--- config.mk ---
export PLATFORM = sky130hd
export DESIGN_NAME = uart_tx_fifo
export DESIGN_NICKNAME = d
export VERILOG_FILES = /design/src/rtl/uart_tx_fifo.sv
export SDC_FILE = /design/constraint.sdc
export NUM_CORES = 1
export LEC_CHECK = 0
export CAP_MARGIN = 20
export CORE_MARGIN = 5
export CORE_UTILIZATION = 65
export CTS_BUF_LIST = sky130_fd_sc_hd__clkbuf_4 sky130_fd_sc_hd__clkbuf_8
export CTS_CLUSTER_SIZE = 12
export DETAILED_ROUTE_END_ITERATION = 10
export GPL_TIMING_DRIVEN = 0
export PLACE_DENSITY_LB_ADDON = 0.1
export SLEW_MARGIN = 25
export SYNTH_ARGS = -nofsm -noshare
export SYNTH_HDL_FRONTEND = slang
export SYNTH_SLANG_ARGS = --single-unit
--- constraint.sdc ---
create_clock -name clk -period 11.9 [get_ports clk]
set_input_delay 2.38 -clock clk [delete_from_list [all_inputs] [get_ports clk]]
set_output_delay 2.38 -clock clk [all_outputs]
set_load 0.05 [all_outputs]
--- src/rtl/uart_tx_fifo.sv ---
// uart_tx_fifo: byte FIFO feeding a configurable UART transmitter.
// Frame format (5-8 data bits, optional parity, 1/2 stop bits) and bit period
// are sampled when a byte is popped, so they stay fixed for that whole frame.
module uart_tx_fifo #(
  parameter int FIFO_DEPTH = 16,
  parameter int DIV_WIDTH  = 16
) (
  input  logic                        clk,
  input  logic                        reset,
  input  logic                        wr_en,
  input  logic [7:0]                  wr_data,
  output logic                        full,
  output logic                        empty,
  output logic [$clog2(FIFO_DEPTH):0] level,
  output logic                        overflow,
  input  logic [DIV_WIDTH-1:0]        clk_div,
  input  logic [1:0]                  data_bits,
  input  logic                        parity_en,
  input  logic                        parity_odd,
  input  logic                        two_stop,
  output logic                        tx_busy,
  output logic                        done,
  output logic                        tx
);
  localparam int AW = $clog2(FIFO_DEPTH);
  localparam int LW = AW + 1;

  typedef enum logic [2:0] {IDLE, START, DATA, PARITY, STOP1, STOP2} state_t;

  // Per-frame settings captured at pop time.
  typedef struct packed {
    logic [DIV_WIDTH-1:0] div;       // effective clocks per bit (>= 2)
    logic [2:0]           last_bit;  // index of final data bit (4..7)
    logic                 par_en;
    logic                 par_bit;   // precomputed parity value
    logic                 two_stop;
  } frame_cfg_t;

  // ---------------------------------------------------------------- FIFO
  logic [7:0]    mem [FIFO_DEPTH];
  logic [AW-1:0] wr_ptr, rd_ptr;
  logic          wr_ok;
  logic          pop;
  logic [7:0]    head;

  assign wr_ok = wr_en & ~full;
  assign full  = (level == LW'(FIFO_DEPTH));
  assign empty = (level == '0);
  assign head  = mem[rd_ptr];

  // Storage array; contents are don't-care once the pointers are reset.
  always_ff @(posedge clk) begin
    if (!reset && wr_ok) mem[wr_ptr] <= wr_data;
  end

  // Pointers, occupancy and the dropped-write pulse; pointers wrap naturally.
  always_ff @(posedge clk) begin
    if (reset) begin
      wr_ptr   <= '0;
      rd_ptr   <= '0;
      level    <= '0;
      overflow <= 1'b0;
    end else begin
      overflow <= wr_en & full;
      if (wr_ok) wr_ptr <= wr_ptr + AW'(1);
      if (pop)   rd_ptr <= rd_ptr + AW'(1);
      case ({wr_ok, pop})
        2'b10:   level <= level + LW'(1);
        2'b01:   level <= level - LW'(1);
        default: ;
      endcase
    end
  end

  // ---------------------------------------------------------- frame setup
  logic [7:0] data_mask;
  frame_cfg_t new_cfg;

  assign data_mask = 8'hFF >> (2'd3 - data_bits);

  // Build the settings to be latched alongside the popped byte.
  always_comb begin
    new_cfg          = '0;
    new_cfg.div      = (clk_div < DIV_WIDTH'(2)) ? DIV_WIDTH'(2) : clk_div;
    new_cfg.last_bit = 3'd4 + {1'b0, data_bits};
    new_cfg.par_en   = parity_en;
    new_cfg.par_bit  = (^(head & data_mask)) ^ parity_odd;
    new_cfg.two_stop = two_stop;
  end

  // ------------------------------------------------------------ TX engine
  state_t               state, state_n;
  frame_cfg_t           cfg;
  logic [DIV_WIDTH-1:0] cnt;
  logic [2:0]           bit_idx;
  logic [7:0]           sh;
  logic                 tx_n, done_n;
  logic                 bit_end, last_data, frame_end;

  assign bit_end   = (cnt == cfg.div - DIV_WIDTH'(1));
  assign last_data = (bit_idx == cfg.last_bit);
  assign frame_end = bit_end &&
                     ((state == STOP1 && !cfg.two_stop) || state == STOP2);

  // State, serial line and done pulse registers.
  always_ff @(posedge clk) begin
    if (reset) begin
      state <= IDLE;
      tx    <= 1'b1;
      done  <= 1'b0;
    end else begin
      state <= state_n;
      tx    <= tx_n;
      done  <= done_n;
    end
  end

  // Next-state: each non-idle state lasts one bit period; chain frames when data waits.
  always_comb begin
    state_n = state;
    case (state)
      IDLE:   if (!empty) state_n = START;
      START:  if (bit_end) state_n = DATA;
      DATA:   if (bit_end && last_data) state_n = cfg.par_en ? PARITY : STOP1;
      PARITY: if (bit_end) state_n = STOP1;
      STOP1:  if (bit_end) state_n = cfg.two_stop ? STOP2 : (empty ? IDLE : START);
      STOP2:  if (bit_end) state_n = empty ? IDLE : START;
      default: state_n = IDLE;
    endcase
  end

  // Outputs: pop strobe, next line level and end-of-frame pulse.
  always_comb begin
    pop     = 1'b0;
    tx_n    = tx;
    done_n  = 1'b0;
    tx_busy = (state != IDLE);
    case (state)
      IDLE: begin
        if (!empty) begin
          pop  = 1'b1;
          tx_n = 1'b0;
        end else begin
          tx_n = 1'b1;
        end
      end
      START:  if (bit_end) tx_n = sh[0];
      DATA: begin
        if (bit_end) begin
          if (last_data) tx_n = cfg.par_en ? cfg.par_bit : 1'b1;
          else           tx_n = sh[1];
        end
      end
      PARITY: if (bit_end) tx_n = 1'b1;
      STOP1, STOP2: begin
        if (frame_end) begin
          done_n = 1'b1;
          if (!empty) begin
            pop  = 1'b1;
            tx_n = 1'b0;
          end else begin
            tx_n = 1'b1;
          end
        end else if (bit_end) begin
          tx_n = 1'b1;
        end
      end
      default: tx_n = 1'b1;
    endcase
  end

  // Bit timer, data shifter and latched frame settings.
  always_ff @(posedge clk) begin
    if (reset) begin
      cnt     <= '0;
      bit_idx <= '0;
      sh      <= '0;
      cfg     <= '0;
    end else if (pop) begin
      cnt     <= '0;
      bit_idx <= '0;
      sh      <= head;
      cfg     <= new_cfg;
    end else if (state != IDLE) begin
      cnt <= bit_end ? '0 : cnt + DIV_WIDTH'(1);
      if (state == DATA && bit_end) begin
        sh      <= sh >> 1;
        bit_idx <= bit_idx + 3'd1;
      end
    end
  end

endmodule

**Word level (Yosys, flattened, before mapping)**

Memory sizes are Yosys's and may differ from the RTL's. A register that Yosys moved wholly into a read port is not among the register bits.
Index checks and enable logic that the tools add are counted.

- Bitwise operators: 6
- Order comparisons: 1
- Equal/unequal tests: 17
- Reductions and logical operators: 22
- Multiplexer cells: 32
- Shift-type cells: 1
- $add $sub $neg: 9

Operators with widths:

| operator | count |
|---|---|
| $mux W16 | 2 |
| $mux W3 | 8 |
| $mux W8 | 3 |
| $pmux W3 S6 | 1 |
| $add A16 B1 Y16 const B | 1 |
| $eq A16 B16 Y1 | 1 |
| $lt A16 B2 Y1 const B | 1 |
| $sub A16 B1 Y16 const B | 1 |
| $ne A2 B2 Y1 const B | 7 |
| $mux W1 | 13 |
| $pmux W5 S2 | 1 |
| $add A4 B1 Y4 const B | 2 |
| $and A8 B8 Y8 | 1 |
| $mux W4 | 2 |
| $reduce_xor A8 Y1 | 1 |
| $shr A8 B2 Y8 const A | 1 |
| $eq A3 B2 Y1 const B | 2 |
| $eq A3 B3 Y1 const B | 2 |
| $reduce_and A2 Y1 | 3 |
| $reduce_and A6 Y1 | 1 |
| $reduce_bool A2 Y1 | 3 |
| $reduce_or A2 Y1 | 3 |
| $add A5 B1 Y5 const B | 1 |
| $eq A5 B5 Y1 const B | 1 |
| other kinds (19) | 26 |

- Memory bits (writable): 128
- Register bits after elaboration: 68
- Memories: 1
- Word-level logic and storage cells: 104
- Output and inout bits: 11
- Bits of input ports: 32

Memories:

| memory | depth | width | read ports | clocked after memory_dff | write ports | line | text |
|---|---|---|---|---|---|---|---|
| mem | 16 | 8 | 1 | 1 | 1 | 40 | `logic [7:0] mem [FIFO_DEPTH];` |

**Depth between registers and ports, before layout**

Gate-level depths: netlist (run 1).

- Depth after elaboration: 8
- Depth in mapped cells: 21
- Depth with buffers taken out: 18

**Least setup slack after synthesis (run 1)**

No wires, ideal clock.

- Kind: input to register
- Start point: input port wr_en
- End point: register level[4]
- Path buffers: 1
- Slack: 7627 ps
- Required time: 11830 ps
- Stages: 11
- Data arrival time: 4203 ps
- Cell sequence: nand2_1 ha_1 clkbuf_1 xor2_1 ha_1 o21ai_0 a21oi_1 a21oi_1 xor2_1 or3_1 a21oi_1

- Word-level cells in the longest chain between the ends: 3
- Elaborated cells between the ends (all ways): 5
- Those cells by class: eq/ne: 2; mux: 1; bitwise: 1; reduce/logical: 1

Ends and longest elaborated chain:

| element | line | text |
|---|---|---|
| start, declared | 10 | `input logic wr_en,` |
| $and A1 B1 Y1 (*) | 46 | `assign wr_ok = wr_en & ~full;` |
| $eq A2 B1 Y1 or $eq A2 B2 Y1 (tied branches) | 67 | `case ({wr_ok, pop})` |
| $pmux W5 S2 or $reduce_bool A2 Y1 (tied branches) | - |  |
| end signal, assigned | 68 | `2'b10: level <= level + LW'(1);` |
| end signal, assigned | 69 | `2'b01: level <= level - LW'(1);` |
| end, declared | 14 | `output logic [$clog2(FIFO_DEPTH):0] level,` |

Mark *: on every way between the ends. The rest lies on a longest branch, timed or not.
A chain may end at the register's enable or synchronous reset.

**Final worst setup path (run 1)**

- Start point: register level[1]
- End point: output port empty

- Word-level cells in the longest chain between the ends: 1

Ends and longest elaborated chain:

| element | line | text |
|---|---|---|
| $logic_not A5 Y1 | 48 | `assign empty = (level == '0);` |
| end, declared | 13 | `output logic empty,` |

Every way passes these cells.

==> key figures, run 1 <==
Outcome
  – Status: complete, no violations

Power
  – Power, Total: 1.998 mW
  – Pwr per Cell Area: 204.2 nW/um2
  – Static leakage: 3.315 nW
  – VDD IR-drop max: 127.5 uV

Timing
  – Worst-Margin Slew: 0.8684 ns
  – Rel. slew slack: 0.4189
  – Tcrit/Tclk final: 0.4213
  – Final setup TNS: 0 ns
  – Setup violations, final: 0
  – RSZ-0062 raised after global routing: false
  – Pins over their slew limit: 0
  – Fmax: 199.5 MHz
  – Final Hold Violating Endpoints: 0
  – Final hold slack: 0.4653 ns
  – Setup ws final: 6.887 ns
  – Post-route minimum period: 5.013 ns
  – Final Skew: 0.01225 ns

Clocking
  – TritonCTS Buffers: 17
  – Worst-path clk slew: 0.10 ns
  – Post-cts resize count: 0
  – Clk buf depth: 2
  – Post-CTS Setup Inserts: 0
  – H-tree Lvls: 4
  – Root Driver: clkbuf_8
  – CTS Sinks: 200
  – Cts hold-fix bufs: 0
  – Worst-Skew Late Latency: 0.46 ns
  – CTS tree: done

Drt
  – Routed Antenna Nets: 0
  – Vias/cell: 6.118
  – Vias: 5696
  – Highest Signal Layer: met4
  – Met2 WL: 9449 um
  – WL met3: 849 um
  – Post-Route WL: 18130 um
  – DR DRC count: 0
  – Initial DRT Pass Iterations: 5
  – WL met1: 7493 um
  – DR iter-0 viols: 672
  – Drt wl/cell: 19.48 um

Layout
  – Diodes inserted: 0
  – Footprint of the multi-input gates: 3288 um2
  – Layout Utilization: 0.7389
  – Finished Layout Cells: 931
  – Reg area: 5285 um2
  – Fin nets: 786
  – Area Growth Syn to Fin: 11.49%
  – Most common cell after layout, fill and taps aside: edfxtp_1
  – Final instance area: 9784 um2
  – Most frequent cells in the layout: edfxtp_1 (128), dfxtp_1 (72), nor2_1 (60)
  – Filler Cell Count: 878
  – Fraction of layout cells with a size suffix above 1: 0.1205

Synthesis
  – Synth unique cells: 52
  – Async set or reset register ratio after synthesis: 0
  – Synth Instances: 681
  – Cell taking the most area after synthesis: edfxtp_1
  – #FFs+latches synth: 200
  – Synth top area share: 0.4380
  – Area contributors post-synth: edfxtp_1 (44%), dfxtp_1 (16%), mux4_2 (8.5%), xnor2_1 (3.1%), xor2_1 (2.7%)
  – Cell area after synthesis: 8776 um2
  – Mean Syn Cell Area: 12.89 um2
  – Seq/Total Area, Yosys: 0.6022
  – Top_reg_cell synth: edfxtp_1
  – Post-synth EDFFs: 128
  – Yosys warns: 0
  – Synth Net Count: 725

Setup path
  – Crit-path leading delay family: buffers and inverters
  – Crit Path Max Fanout: 8
  – Worst Path Required: 9.52 ns
  – Buf/Inv on CP: 3
  – Startpoint types: flip-flop
  – Worst Setup Path Type: reg2out
  – Slowest stage delay, CP: 0.82 ns
  – Critical path capture point type: output pin
  – Critical path data arrival time: 2.63 ns
  – Crit-path slowest cell: clkdlybuf4s50_1
  – Crit-path cells: clkbuf_1 -> nor4_1 -> nand2b_1 -> inv_1 -> clkdlybuf4s50_1

Global route
  – Global-route usage over all layers: 0.2362
  – Largest net degree at the start of global routing: 18
  – First-pass GRT wire length: 29140 um
  – Vias in the first global route: 5516
  – Initial antenna violation count: 0
  – Grt ovf: 0

Floorplanning
  – Die footprint: 15930 um2
  – Vert. Die Dim: 126.2 um
  – Core footprint: 13240 um2
  – Rows: 42
  – Die width: 126.2 um
  – IO Count: 43
  – Initial core utilization: 0.6627

Flow run
  – Max-cap violations: 0

Worst hold path
  – Hold WC Path Type: reg2reg

Place
  – Number of port buffers: 42
  – Dpl ws: 6.839 ns
  – RePlAce Congestion: 0.8953
  – # placed instances: 899
  – Final HPWL DP: 12900 um
  – Placed instance area: 9437 um2
-- state kept, by name (all words and copies together) (netlist names), 3 cells and up, named ones only --
name	cells
sh	8
bit_idx	3
rd_ptr	4
cnt	16
mem	128
state	3
level	5
wr_ptr	4
cfg	22
-- power breakdown --
group	switching (mW)	leakage (nW)	internal (mW)	total (mW)
sequential	0.0571	1.74	0.799	0.856
combinational	0.431	1.39	0.322	0.753
clock	0.234	0.181	0.155	0.389
-- worst register-to-register path: cells and delay by family (launching register included) --
family | cells | cell delay [ns]
xor gates and xnor gates | 3 | 0.60
adders and majority gates | 3 | 0.64
buffers and inverters | 5 | 0.90
DFF | 1 | 0.31
and+or+nand+nor | 4 | 1.42
AOI/OAI and AO/OA | 6 | 0.96
-- worst paths after layout --
check | from | to | slack (ns) | cells after the start
setup / recovery | level[1] | empty | 6.89 | 5
hold / removal | cfg[0] | cfg[0] | 0.47 | 2
setup reg to reg | cfg[6] | level[4] | 7.00 | 21
hold reg to reg | cfg[0] | cfg[0] | 0.47 | 2
-- cells by family (layout without fill, tap and decap cells) --
| kind of cell | count (synthesis) | count (layout) | synth area share |
|---|---|---|---|
| and+or+nand+nor | 217 | 217 | 0.1242 |
| DFF | 200 | 200 | 0.6022 |
| AOI/OAI and AO/OA | 105 | 105 | 0.08284 |
| xor gates and xnor gates | 58 | 58 | 0.05788 |
| buffers and inverters | 51 | 125 | 0.02538 |
| muxes | 38 | 38 | 0.09039 |
| adders and majority gates | 12 | 12 | 0.01711 |
-- synth_stat cells, types with 8 or more instances --
library cell and n:
edfxtp_1 128, dfxtp_1 72, nor2_1 60, nand2_1 57, mux4_2 33, xnor2_1 31, a21oi_1 30, xor2_1 27
nand3_1 26, a22oi_1 23, clkbuf_1 17, inv_1 15, a22o_1 13, nor3_1 13, ha_1 12, o21ai_0 12
buf_2 10, nor4_1 9, and3_1 8, nand2b_1 8, or3_1 8
-- routing by layer --
metal,vias up,global-route usage
met3,32,0.04445
met5,-,0
met1,2816,0.3015
met4,0,0.07129
li1,2670,-
met2,178,0.4131
-- cell type report --
type | instances | share of cell area
clock inverters | 12 | 0.009335
inverters | 16 | 0.006138
clock buffers | 20 | 0.02621
well taps | 176 | 0.02251
plain buffers | 35 | 0.01662
repair buffers | 42 | 0.04297
flip-flops and latches | 200 | 0.5402
multi-input cells | 430 | 0.3361
Note: power is estimated with default switching activity, not from simulation.
==> inputs of run 2 (changes only) <==
--- a/config.mk
+++ b/config.mk
@@ -7,7 +7,7 @@
 export LEC_CHECK = 0
 export CAP_MARGIN = 20
 export CORE_MARGIN = 5
-export CORE_UTILIZATION = 65
+export CORE_UTILIZATION = 56
 export CTS_BUF_LIST = sky130_fd_sc_hd__clkbuf_4 sky130_fd_sc_hd__clkbuf_8
 export CTS_CLUSTER_SIZE = 12
 export DETAILED_ROUTE_END_ITERATION = 10
==> constraint.sdc (replaced) <==
create_clock -name clk -period 4.2 [get_ports clk]
set_input_delay 0.84 -clock clk [delete_from_list [all_inputs] [get_ports clk]]
set_output_delay 0.84 -clock clk [all_outputs]
set_load 0.05 [all_outputs]
==> run 2 against run 1 <==
Total power grew to 3.0 times the previous value. Final cell count grew 5.3%. Design area grew 3.1%. Routed wire length grew 4.7%. Largest cell class unchanged.
==> key figures, run 2 (same netlist as run 1, synthesis figures left out) <==
Outcome
  – Status: complete, no violations

Clocking
  – Worst-path clk slew: 0.10 ns (about the same)
  – CTS tree: done
  – Worst-Skew Late Latency: 0.47 ns (about the same)
  – H-tree Lvls: 4 (unchanged)
  – Root Driver: clkbuf_8
  – CTS Sinks: 200 (unchanged)
  – Clk buf depth: 2 (unchanged)
  – TritonCTS Buffers: 17 (unchanged)
  – Cts hold-fix bufs: 0 (unchanged)

Timing
  – Final Hold Violating Endpoints: 0 (unchanged)
  – Setup ws final: 0.1192 ns (-6.768 ns)
  – Post-route minimum period: 4.081 ns
  – Pins over their slew limit: 0 (unchanged)
  – Setup violations, final: 0 (unchanged)
  – Fmax: 245.1 MHz
  – Final Skew: 0.01097 ns (-0.001277 ns)
  – Tcrit/Tclk final: 0.9716
  – Worst-Margin Slew: 0.8842 ns (+0.01577 ns)
  – Rel. slew slack: 0.4084 (-0.01055)

Place
  – RePlAce Congestion: 0.8764 (-2.1%)
  – Dpl ws: -0.5883 ns (-7.427 ns)
  – Final HPWL DP: 12870 um (-0.19%)
  – Number of port buffers: 42 (unchanged)
  – Placed instance area: 9480 um2 (+0.46%)

Setup path
  – Worst Path Required: 4.61 ns (-4.91 ns)
  – Beginning of the critical path: cfg[7]
  – Startpoint types: flip-flop
  – Critical path capture point type: flip-flop
  – Crit Path Max Fanout: 5 (-3)
  – Reg2reg start: cfg[7]
  – Critical path data arrival time: 4.49 ns (+1.86 ns)
  – Worst Setup Path Type: reg2reg

Drt
  – Vias/cell: 5.845 (-4.5%)
  – Vias: 5728 (+0.56%)
  – DR DRC count: 0 (unchanged)
  – Post-Route WL: 18980 um (+4.7%)
  – Routed Antenna Nets: 0 (unchanged)
  – Initial DRT Pass Iterations: 5 (unchanged)
  – DR iter-0 viols: 492 (-27%)
  – Drt wl/cell: 19.37 um (-0.55%)

Worst hold path
  – Hold Startpoint: cfg[0]
  – Hold WC Path Type: reg2reg

Layout
  – Most common cell after layout, fill and taps aside: edfxtp_1
  – Area Growth Syn to Fin: 14.98%
  – Max reg flops: 128 (unchanged)
  – Largest Register: mem
  – Diodes inserted: 0 (unchanged)
  – Final instance area: 10090 um2 (+3.1%)
  – Fraction of layout cells with a size suffix above 1: 0.1599 (+0.03942)
  – Fin nets: 801 (+1.9%)
  – Largest regs: mem: 128 flops, cfg: 22 flops, cnt: 16 flops
  – Most frequent cells in the layout: edfxtp_1 (128), dfxtp_1 (70), nor2_1 (60)

Global route
  – Initial antenna violation count: 0 (unchanged)
  – First-pass GRT wire length: 29760 um (+2.1%)
  – Vias in the first global route: 5656 (+2.5%)
  – Largest net degree at the start of global routing: 19 (+1)
  – Global-route usage over all layers: 0.2126 (-0.02366)
  – Grt ovf: 0 (unchanged)

Floorplanning
  – Die width: 135.2 um (+7.1%)
  – IO Count: 43 (unchanged)
  – Vert. Die Dim: 135.2 um (+7.1%)
  – Initial core utilization: 0.5730 (-0.08966)
  – Rows: 45 (+7.1%)
  – Die footprint: 18280 um2 (+15%)
  – Core footprint: 15310 um2 (+16%)

Power
  – Psw: 2.216 mW (+210%)
  – Pwr per Cell Area: 599.9 nW/um2 (+190%)
  – Internal: 3.837 mW (+200%)
  – Net Sw Frac: 0.3661 (+0.004612)
  – Static leakage: 3.435 nW (+3.6%)
  – Clock share of power: 0.196 (about the same)
  – VDD IR-drop max: 418.3 uV (+230%)
  – Seq pwr share: 0.402 (-0.026)
  – Logic pwr share: 0.402 (+0.025)

Flow run
  – Max-cap violations: 0 (unchanged)
==> run 2: power groups by stage <==
| stage | combinational (mW) | clock [mW] | sequential [mW] |
|---|---|---|---|
| 2_1_floorplan | 1.58 | 0 | 2.50 |
| 3_3_place_gp | 2.07 | 0 | 2.46 |
| 3_5_place_dp | 2.11 | 0 | 2.47 |
| 4_1_cts | 2.20 | 1.20 | 2.43 |
| 5_1_grt | 2.64 | 1.27 | 2.46 |
| 6_report | 2.43 | 1.19 | 2.43 |
==> run 2: path summary, 6_finish.rpt <==
kind	end	slack, ns	cells after the start
max reg2reg	level[4]	0.12	19
max	level[4]	0.12	19
min reg2reg	cfg[0]	0.47	2
min	cfg[0]	0.47	2
==> run 2: area by class of cell <==
type	instances	area [um2]
plain buffers	34	168.9
repair buffers	58	553.0
well taps	211	264.0
multi-input cells	430	3377
clock buffers	17	234.0
clock inverters	14	138.9
fillers	1141	5224
inverters	16	65.06
flip-flops and latches	200	5290
==> run 2: per-layer routing <==
| layer | share of wire | track usage |
|---|---|---|
| met5 | 0 | 0 |
| met2 | 0.51 | 0.3648 |
| met4 | 0.032 | 0.08231 |
| met1 | 0.41 | 0.2650 |
| met3 | 0.046 | 0.04532 |
==> run 2: through the flow <==
stage	util	cells	setup TNS (ns)	hold slack (ns)	power [mW]
2_1_floorplan	-	681	0	0.4363	4.075
3_3_place_gp	0.6177	934	-0.6774	0.4456	4.535
3_5_place_dp	0.6190	934	-0.9491	0.4545	4.585
4_1_cts	0.6458	968	0	0.4684	5.827
5_1_grt	0.6589	980	-0.07356	0.5067	6.365
6_report	0.6589	980	0	0.4667	6.053
==> run 2: timing repair <==
action,in CTS,in global routing
gates cloned,0,0
pin swaps,2,11
resized for setup,4,25
endpoints found under the setup margin,4,2
buffers inserted,4,12
==> run 2: worst max-delay path, stage by stage, from the launching register on <==
cell	delay, ns
dfxtp_4	0.37
buf_12	0.13
nor4_4	0.31
nand3_1	0.17
buf_4	0.18
mux2i_1	0.12
o211a_2	0.34
nor4_4	0.42
a41oi_4	0.20
inv_4	0.12
ha_4	0.13
buf_6	0.11
xor2_2	0.13
ha_2	0.21
o21ai_1	0.06
a21oi_1	0.16
a21oi_1	0.12
xor2_1	0.19
or3_1	0.40
a21oi_2	0.12
==> inputs of run 3 (changes only) <==
--- a/config.mk
+++ b/config.mk
@@ -13,7 +13,6 @@
 export DETAILED_ROUTE_END_ITERATION = 10
 export GPL_TIMING_DRIVEN = 0
 export PLACE_DENSITY_LB_ADDON = 0.1
-export SLEW_MARGIN = 25
 export SYNTH_ARGS = -nofsm -noshare
 export SYNTH_HDL_FRONTEND = slang
 export SYNTH_SLANG_ARGS = --single-unit
==> run 3 against run 2 <==
Combinational power decreased by 4%. Die area unchanged. Fmax decreased by 2.7%. Sequential share of layout area increased by 0.27 points. Total power decreased by 1.7%. Routed wire length decreased by 0.21%. Global-route usage about the same.
==> key figures, run 3 (same netlist as run 1, synthesis figures left out) <==
Outcome
  – Status: complete, no violations

Global route
  – Initial antenna violation count: 0 (unchanged)
  – Grt ovf: 0 (unchanged)
  – Global-route usage over all layers: 0.2123 (-0.0002582)
  – First-pass GRT wire length: 29590 um (-0.55%)
  – Largest net degree at the start of global routing: 19 (unchanged)
  – Vias in the first global route: 5677 (+0.37%)
  – Met1 usage: 0.2642 (-0.0008185)
  – Global-route met3 utilization: 0.04272 (-0.002600)
  – Met2 usage: 0.3592 (-0.005531)
  – Layer with the highest usage: met2

Setup path
  – Crit-path cells: buf_6 -> buf_4 -> nor4_4 -> nand3_2 -> or3_1 -> o211a_2 -> nor4_4 -> a41oi_4 -> inv_4 -> ha_4 -> buf_6 -> xor2_2 -> ha_2 -> o21ai_1 -> a21oi_1 -> a21oi_1 -> xor2_1 -> or3_1 -> a21oi_2
  – Worst Setup Path Type: reg2reg
  – Crit-path leading delay family: simple AND/OR/NAND/NOR gates
  – Critical path data arrival time: 4.59 ns (+0.10 ns)
  – Crit-path slowest cell: or3_1
  – Crit Path Max Fanout: 7 (+2)
  – Buf/Inv on CP: 4 (unchanged)
  – Startpoint types: flip-flop
  – Worst Path Required: 4.59 ns (-0.02 ns)
  – Critical path capture point type: flip-flop
  – Slowest stage delay, CP: 0.41 ns (about the same)

Clocking
  – CTS Sinks: 200 (unchanged)
  – H-tree Lvls: 4 (unchanged)
  – Worst-path clk slew: 0.10 ns (about the same)
  – TritonCTS Buffers: 17 (unchanged)
  – CTS tree: done
  – Cts hold-fix bufs: 0 (unchanged)
  – Clk buf depth: 2 (unchanged)
  – Root Driver: clkbuf_8
  – Worst-Skew Late Latency: 0.46 ns (about the same)

Place
  – Number of port buffers: 42 (unchanged)
  – Final HPWL DP: 13000 um (+0.99%)
  – RePlAce Congestion: 0.8764 (unchanged)
  – Placed instance area: 9480 um2 (unchanged)

Layout
  – Max reg flops: 128 (unchanged)
  – Filler Cell Count: 1148 (+0.61%)
  – Final instance area: 10040 um2 (-0.51%)
  – Layout Utilization: 0.6556 (-0.003349)
  – Largest regs: mem: 128 flops, cfg: 22 flops, cnt: 16 flops
  – Fin nets: 803 (+0.25%)
  – Reg area: 5290 um2 (unchanged)
  – Diodes inserted: 0 (unchanged)
  – Largest Register: mem
  – Area Growth Syn to Fin: 14.40%
  – Footprint of the multi-input gates: 3332 um2 (-1.3%)
  – Fraction of layout cells with a size suffix above 1: 0.1505 (-0.009494)
  – Most frequent cells in the layout: edfxtp_1 (128), dfxtp_1 (70), nor2_1 (60)
  – Most common cell after layout, fill and taps aside: edfxtp_1

Drt
  – Initial DRT Pass Iterations: 5 (unchanged)
  – Post-Route WL: 18940 um (-0.21%)
  – Vias/cell: 5.866 (+0.35%)
  – Vias: 5760 (+0.56%)
  – DR iter-0 viols: 507 (+3.0%)
  – Drt wl/cell: 19.29 um (-0.41%)
  – Routed Antenna Nets: 0 (unchanged)
  – DR DRC count: 0 (unchanged)

Timing
  – Final Skew: 0.01477 ns (+0.003798 ns)
  – Pins over their slew limit: 0 (unchanged)
  – Rel. slew slack: 0.3997 (-0.008654)
  – Setup violations, final: 0 (unchanged)
  – Tcrit/Tclk final: 0.9983 (+0.02665)
  – Final setup TNS: 0 ns (unchanged)
  – Worst-Margin Slew: 0.8971 ns (+0.01293 ns)
  – Final Hold Violating Endpoints: 0 (unchanged)
  – Fmax: 238.5 MHz (-2.7%)
  – RSZ-0062 raised after global routing: true
  – Final hold slack: 0.4724 ns (+0.005673 ns)
  – Post-route minimum period: 4.193 ns (+0.1119 ns)

Worst hold path
  – Hold WC Path Type: reg2reg

Power
  – VDD IR-drop max: 305.6 uV (-27%)
  – Static leakage: 3.421 nW (-0.40%)
  – Pwr per Cell Area: 592.6 nW/um2 (-1.2%)

Floorplanning
  – Vert. Die Dim: 135.2 um (unchanged)
  – Rows: 45 (unchanged)
  – Core footprint: 15310 um2 (unchanged)
  – IO Count: 43 (unchanged)
  – Die footprint: 18280 um2 (unchanged)
  – Die width: 135.2 um (unchanged)
  – Initial core utilization: 0.5730 (unchanged)

Flow run
  – Max-cap violations: 0 (unchanged)
==> run 3: changes by cell type in the layout (fill, tap and decap cells not counted), sizes merged <==
| cell | previous run | this run |
|---|---|---|
| clkinv | 5 | 4 |
| inv | 23 | 24 |
| clkbuf | 33 | 34 |
| clkinvlp | 1 | 0 |
| buf | 34 | 36 |
==> run 3: routing by layer <==
| metal | wire, um | up-vias |
|---|---|---|
| li1 | - | 2697 |
| met1 | 7910 | 2861 |
| met2 | 9615 | 167 |
| met3 | 878 | 35 |
| met4 | 539 | 0 |
| met5 | 0 | - |
==> run 3: cell type report <==
class,count,area share
Sequential cell,200,0.5269
Multi-Input combinational cell,430,0.3319
Timing Repair Buffer,60,0.05434
Tap cell,211,0.02630
Clock buffer,18,0.02405
Buffer,34,0.01682
Clock inverter,13,0.01321
Inverter,16,0.006481
==> run 3: report_power, final <==
part | switching, mW | internal (mW)
sequential | 0.165 | 2.26
combinational | 1.31 | 1.02
clock | 0.700 | 0.493
total | 2.17 | 3.78
==> run 3: worst register-to-register path, stage by stage, from the launching register on <==
cell,delay [ns]
dfxtp_2,0.33
buf_6,0.13
buf_4,0.14
nor4_4,0.36
nand3_2,0.19
or3_1,0.41
o211a_2,0.20
nor4_4,0.38
a41oi_4,0.20
inv_4,0.13
ha_4,0.14
buf_6,0.12
xor2_2,0.13
ha_2,0.21
o21ai_1,0.06
a21oi_1,0.16
a21oi_1,0.12
xor2_1,0.19
or3_1,0.40
a21oi_2,0.12
==> run 3: per-stage QoR <==
step	setup WS (ns)	std cells	power [mW]
floorplan	0.1089	681	4.075
global placement	-0.4841	934	4.535
detailed placement	-0.6331	938	4.588
CTS	0.02820	971	5.814
global route	-0.1301	982	6.270
finish	0.007303	982	5.950
==> run 3: path summary, 6_finish.rpt <==
check / start / endpoint / slack (ns) / depth (start not counted)
worst max-delay path: cfg[6] / level[4] / 0.007 / 19
worst min-delay path: cfg[2] / cfg[2] / 0.47 / 2
worst max register to register: cfg[6] / level[4] / 0.007 / 19
worst min register to register: cfg[2] / cfg[2] / 0.47 / 2
==> run 3: repair_timing <==
action,4_1_cts,5_1_grt
gates resized for setup,5,19
endpoints found under the setup margin,3,2
setup buffers,3,11
pin swaps,2,10
